===== config.mk =====
export PLATFORM = sky130hd
export DESIGN_NAME = johnson_seq_ctrl
export DESIGN_NICKNAME = d
export VERILOG_FILES = /design/src/rtl/johnson_seq_pkg.sv /design/src/rtl/johnson_ring_bidir.sv /design/src/rtl/johnson_seq_ctrl.sv
export SDC_FILE = /design/constraint.sdc
export NUM_CORES = 1
export LEC_CHECK = 0
export ABC_CLOCK_PERIOD_IN_PS = 5700
export CORE_UTILIZATION = 52
export CTS_BUF_LIST = sky130_fd_sc_hd__clkbuf_8 sky130_fd_sc_hd__clkbuf_16
export CTS_CLUSTER_SIZE = 12
export DETAILED_ROUTE_END_ITERATION = 8
export GPL_TIMING_DRIVEN = 1
export PLACE_DENSITY = 0.75
export SLEW_MARGIN = 20
export SYNTH_ARGS = -nofsm -noshare
export SYNTH_HDL_FRONTEND = slang
export SYNTH_SLANG_ARGS = --single-unit

===== constraint.sdc =====
create_clock -name clk -period 5.7 [get_ports clk]
set_clock_uncertainty 0.05 [all_clocks]
set_input_delay 0.57 -clock clk [delete_from_list [all_inputs] [get_ports clk]]
set_output_delay 0.57 -clock clk [all_outputs]
set_load 0.02 [all_outputs]

===== src/rtl/johnson_seq_pkg.sv =====
// -----------------------------------------------------------------------------
// johnson_seq_pkg
// Shared types and constants for the Johnson phase sequencer:
//   state_t  - controller FSM states (IDLE, RUN, DONE)
//   DIR_FWD  - step direction value for forward motion
//   DIR_REV  - step direction value for reverse motion
// -----------------------------------------------------------------------------
package johnson_seq_pkg;

    typedef enum logic [1:0] {
        IDLE = 2'd0,
        RUN  = 2'd1,
        DONE = 2'd2
    } state_t;

    localparam logic DIR_FWD = 1'b0;
    localparam logic DIR_REV = 1'b1;

endpackage


===== src/rtl/johnson_ring_bidir.sv =====
// -----------------------------------------------------------------------------
// johnson_ring_bidir
// N-stage Johnson ring that moves one state per enabled cycle, forward or
// reverse, and tracks its index (0..2N-1) in the forward sequence that
// starts from all-zeros.
//
// Ports:
//   clk      in   system clock
//   rst      in   synchronous active-high reset (ring and index to 0)
//   step_en  in   take one step on this edge
//   dir      in   0 = forward, 1 = reverse
//   phase    out  ring state, N bits (registered)
//   pos      out  ring index, POS_W bits (registered)
// -----------------------------------------------------------------------------
module johnson_ring_bidir
    import johnson_seq_pkg::*;
#(
    parameter  int N     = 4,
    localparam int POS_W = $clog2(2 * N)
) (
    input  logic             clk,
    input  logic             rst,
    input  logic             step_en,
    input  logic             dir,
    output logic [N-1:0]     phase,
    output logic [POS_W-1:0] pos
);

    localparam logic [POS_W-1:0] POS_LAST = POS_W'(2 * N - 1);

    always_ff @(posedge clk) begin
        if (rst) begin
            phase <= '0;
            pos   <= '0;
        end else if (step_en) begin
            if (dir == DIR_FWD) begin
                // Shift toward the LSB, feeding the inverted LSB into the MSB.
                phase <= {~phase[0], phase[N-1:1]};
                pos   <= (pos == POS_LAST) ? '0 : pos + 1'b1;
            end else begin
                // Exact inverse of the forward move.
                phase <= {phase[N-2:0], ~phase[N-1]};
                pos   <= (pos == '0) ? POS_LAST : pos - 1'b1;
            end
        end
    end

endmodule


===== src/rtl/johnson_seq_ctrl.sv =====
// -----------------------------------------------------------------------------
// johnson_seq_ctrl
// Command-driven phase sequencer. A command (steps, direction, rate divider)
// is accepted in IDLE; the Johnson ring is then stepped once every div+1
// cycles until the step count is exhausted or abort is raised. Ring position
// persists between commands.
//
// Ports:
//   clk        in   system clock
//   rst        in   synchronous active-high reset
//   cmd_valid  in   command present
//   cmd_ready  out  high in IDLE (combinational from state)
//   cmd_steps  in   number of steps, STEP_W bits
//   cmd_dir    in   0 = forward, 1 = reverse
//   cmd_div    in   step period minus one in clk cycles, DIV_W bits
//   abort      in   stop the running command (ignored outside RUN)
//   phase      out  Johnson ring state, N bits
//   pos        out  ring index 0..2N-1, POS_W bits
//   busy       out  high while running
//   done       out  one-cycle completion pulse
//   aborted    out  qualifies done: command ended by abort
// -----------------------------------------------------------------------------
module johnson_seq_ctrl
    import johnson_seq_pkg::*;
#(
    parameter  int N      = 4,
    parameter  int STEP_W = 16,
    parameter  int DIV_W  = 8,
    localparam int POS_W  = $clog2(2 * N)
) (
    input  logic              clk,
    input  logic              rst,
    input  logic              cmd_valid,
    output logic              cmd_ready,
    input  logic [STEP_W-1:0] cmd_steps,
    input  logic              cmd_dir,
    input  logic [DIV_W-1:0]  cmd_div,
    input  logic              abort,
    output logic [N-1:0]      phase,
    output logic [POS_W-1:0]  pos,
    output logic              busy,
    output logic              done,
    output logic              aborted
);

    state_t              state;
    logic                dir_q;
    logic [DIV_W-1:0]    div_q;
    logic [DIV_W-1:0]    cnt;
    logic [STEP_W-1:0]   remaining;
    logic                step_en;

    assign cmd_ready = (state == IDLE);

    // Abort wins over a due step, so an aborted cycle never moves the ring.
    assign step_en = (state == RUN) && !abort && (cnt == '0);

    always_ff @(posedge clk) begin
        if (rst) begin
            state     <= IDLE;
            dir_q     <= DIR_FWD;
            div_q     <= '0;
            cnt       <= '0;
            remaining <= '0;
            busy      <= 1'b0;
            done      <= 1'b0;
            aborted   <= 1'b0;
        end else begin
            case (state)
                IDLE: begin
                    done <= 1'b0;
                    if (cmd_valid && cmd_ready) begin
                        dir_q     <= cmd_dir;
                        div_q     <= cmd_div;
                        cnt       <= cmd_div;
                        remaining <= cmd_steps;
                        aborted   <= 1'b0;
                        if (cmd_steps == '0) begin
                            // Nothing to do: report completion straight away.
                            state <= DONE;
                            busy  <= 1'b0;
                            done  <= 1'b1;
                        end else begin
                            state <= RUN;
                            busy  <= 1'b1;
                        end
                    end
                end

                RUN: begin
                    if (abort) begin
                        state   <= DONE;
                        busy    <= 1'b0;
                        done    <= 1'b1;
                        aborted <= 1'b1;
                    end else if (cnt == '0) begin
                        // The ring steps on this edge via step_en.
                        cnt       <= div_q;
                        remaining <= remaining - 1'b1;
                        if (remaining == STEP_W'(1)) begin
                            state <= DONE;
                            busy  <= 1'b0;
                            done  <= 1'b1;
                        end
                    end else begin
                        cnt <= cnt - 1'b1;
                    end
                end

                DONE: begin
                    state <= IDLE;
                    done  <= 1'b0;
                end

                default: begin
                    state <= IDLE;
                    busy  <= 1'b0;
                    done  <= 1'b0;
                end
            endcase
        end
    end

    johnson_ring_bidir #(
        .N (N)
    ) u_ring (
        .clk     (clk),
        .rst     (rst),
        .step_en (step_en),
        .dir     (dir_q),
        .phase   (phase),
        .pos     (pos)
    );

endmodule


==> results.md <==
* Area Growth Syn to Fin at 18.39%
* Worst path bufs/invs at 1
* Area of the core at between 4000 and 5000 um^2
* # Max-Cap Violations at 0
* Port-buffer cells at 39
* Leakage Power at roughly 1.1 nW
* Via count at ~2700
* Fraction of registers with async set/reset at 0
* CTS resizes at 0
* Initial antenna violation count at 0
* Die Width at between 70 and 80 um
* Data required, critical path at 5.82 ns
* Delay-heaviest family, CP: simple AND/OR/NAND/NOR gates
* Startpoint types: primary input
* Final Hold Slack at 0.4124 ns
* Worst-path clk slew at 0.08 ns
* Initial DRC count at about 210
* Gr ovfl total at 0
* Synthesized cell area at between 2000 and 3000 um^2
* Yosys reg bits at 45
* Number of CTS-inserted buffers at 5
* Hold_buf cts at 0
* Largest net degree at the start of global routing at 34
* Die footprint at around 5500 um^2
* I/O Pins at 40
* Initial Util at 0.5564
* Final Setup Violations at 0
* Post-synth cell types at 58
* DP Wirelength at ~4.9 mm
* Status: finished clean
* RSZ-0062 raised after global routing: false
* Fmax at roughly 0.39 GHz
* First-pass GRT wire length at 11.69 mm
* Num Clock Sinks at 45
* P per Cell Area at about 280 nW/um^2
* Area of the multi-input gates at about 1700 um^2
* CTS tree: built
* Worst-margin pin slew at slightly above 1 ns
* Synthesis Warnings at 0
* Crit path time final at approximately 2.6 ns
* FF+latch area at 900.9 um^2
* Avg Inst Size Synth at 7.939 um^2
* Pre-antenna DRT Iters at 6
* Share of layout cells above drive strength 1 at 0.07104
* Vias in the first global route at roughly 2500
* Post-synthesis sequential area ratio at 0.3318
* Clk_lat worst skew at just under 0.3 ns
* CP Data Arrival Time at between 2 and 3 ns
* Synth Net Count at approximately 380
* Nets at between 400 and 500
* Root buf cell: clkbuf_8
* Crit Path Class: primary input to flop
* Final hold violation count at 0
* Clock buffer depth at 2
* Synth Flop Type: dfxtp_1
* Post-Synthesis Cells at roughly 340
* Crit end category: flop
* TNS Setup at 0 ns
* Critical-path cell list: clkdlybuf4s50_1 -> nor3b_1 -> and3_1 -> mux2i_1 -> o22ai_1
* Layout fillers at between 400 and 500
* Avg WL per Cell at about 17 um
* Max-slew violations at 0
* Maximum vdd ir drop at 0.1589 mV
* Antenna cells at 0
* Die height at 74.26 um
* Final wirelength at between 7 and 8 mm
* Vias per std cell at between 6 and 7
* GPL Wtd Cong at between 0.9 and 1
* Slew Limit Headroom at 0.3278
* H-tree levels at 2
* Worst hold path class: flop to flop
* Final period util at 0.4508
* GRT Util Overall at 0.2741
* Residual DRC at 0
* Slowest stage delay, CP at approximately 0.72 ns
* Routed Antenna Nets at 0
* Post-synth EDFFs at 0
* CP max FO at 13
* FP Rows at 25
* Slowest cell on crit path: nor3b_1
* Setup bufs post-CTS at 0
[kinds of logic after synthesis]
| kind of cell | count (synthesis) | synth area share |
|---|---|---|
| compound gates | 113 | 0.2945 |
| buf+inv | 37 | 0.05668 |
| simple gates | 131 | 0.2507 |
| flops | 45 | 0.3318 |
| xor+xnor | 2 | 0.006453 |
| mux | 6 | 0.02304 |
| fa+ha+maj | 8 | 0.03687 |
[cells in the final DEF, fill, tap and decap left out, types with 7 or more instances in the layout]
master	n
a211oi_1	12
o311ai_0	7
clkdlybuf4s50_1	39
nand4_1	10
ha_1	8
nand2_1	36
o211ai_1	8
a21oi_1	31
nor2_1	31
dfxtp_1	45
inv_1	10
[power by group]
| group | internal, mW | total [mW] | switching [mW] |
|---|---|---|---|
| clock | 0.128 | 0.235 | 0.108 |
| sequential | 0.342 | 0.375 | 0.0333 |
| combinational | 0.114 | 0.278 | 0.163 |
[per-layer routing]
layer	vias to the layer above	part of all wire	global-route usage
met5	-	0	0
met3	12	0.066	0.03252
met4	0	0.014	0.07966
met1	1278	0.47	0.3943
li1	1340	-	-
met2	108	0.45	0.4323
[synthesized netlist by cell type (5+ instances only)]
| cell | instances | area [um^2] |
|---|---|---|
| a211o_1 | 5 | 43.79 |
| a211oi_1 | 12 | 90.09 |
| a21oi_1 | 31 | 155.2 |
| a31oi_1 | 5 | 31.28 |
| buf_2 | 6 | 30.03 |
| clkbuf_1 | 20 | 75.07 |
| dfxtp_1 | 45 | 900.9 |
| ha_1 | 8 | 100.1 |
| inv_1 | 10 | 37.54 |
| nand2_1 | 36 | 135.1 |
| nand3_1 | 6 | 30.03 |
| nand4_1 | 10 | 62.56 |
| nor2_1 | 31 | 116.4 |
| nor3_1 | 6 | 30.03 |
| nor3b_1 | 6 | 45.04 |
| nor4_1 | 6 | 37.54 |
| o211ai_1 | 8 | 60.06 |
| o21ai_0 | 6 | 30.03 |
| o311ai_0 | 7 | 61.31 |
| or3_1 | 5 | 31.28 |
[sequential cells by signal (all words and copies together), names as in the netlist, 2 cells and up]
register and cells:
remaining 16, u_ring.phase 4, div_q 8, state 2
cnt 8, u_ring.pos 3
[final timing paths]
path / from / endpoint / slack (ns) / depth (start not counted)
worst min-delay path: div_q[7] / div_q[7] / 0.41 / 2
worst max-delay path: abort / u_ring.pos[0] / 3.13 / 5
worst min register to register: div_q[7] / div_q[7] / 0.41 / 2
worst max register to register: cnt[0] / remaining[0] / 3.26 / 7
[per-stage QoR]
stage | setup slack, ns | std cells | power [mW] | util | instance area, um^2
global route | 2.951 | 433 | 0.9318 | 0.6587 | 3214
global placement | 2.950 | 426 | 0.6516 | 0.6374 | 3110
floorplan | 3.707 | 342 | 0.5674 | - | 2715
detailed placement | 2.838 | 426 | 0.6541 | 0.6374 | 3110
finish | 3.130 | 433 | 0.8881 | 0.6587 | 3214
CTS | 3.152 | 433 | 0.8890 | 0.6587 | 3214
[cell type report]
type | instances | area share
multi-input cells | 260 | 0.5165
repair buffers | 44 | 0.1331
well taps | 67 | 0.02608
inverters | 10 | 0.01168
clock buffers | 5 | 0.02141
flip-flops and latches | 45 | 0.2803
clock inverters | 2 | 0.01090
[worst min-delay path, stage by stage (launching register included)]
cell and delay, ns:
dfxtp_1 0.32, nand2_1 0.05, a21oi_1 0.05
Power figures use the tool's default switching activity.
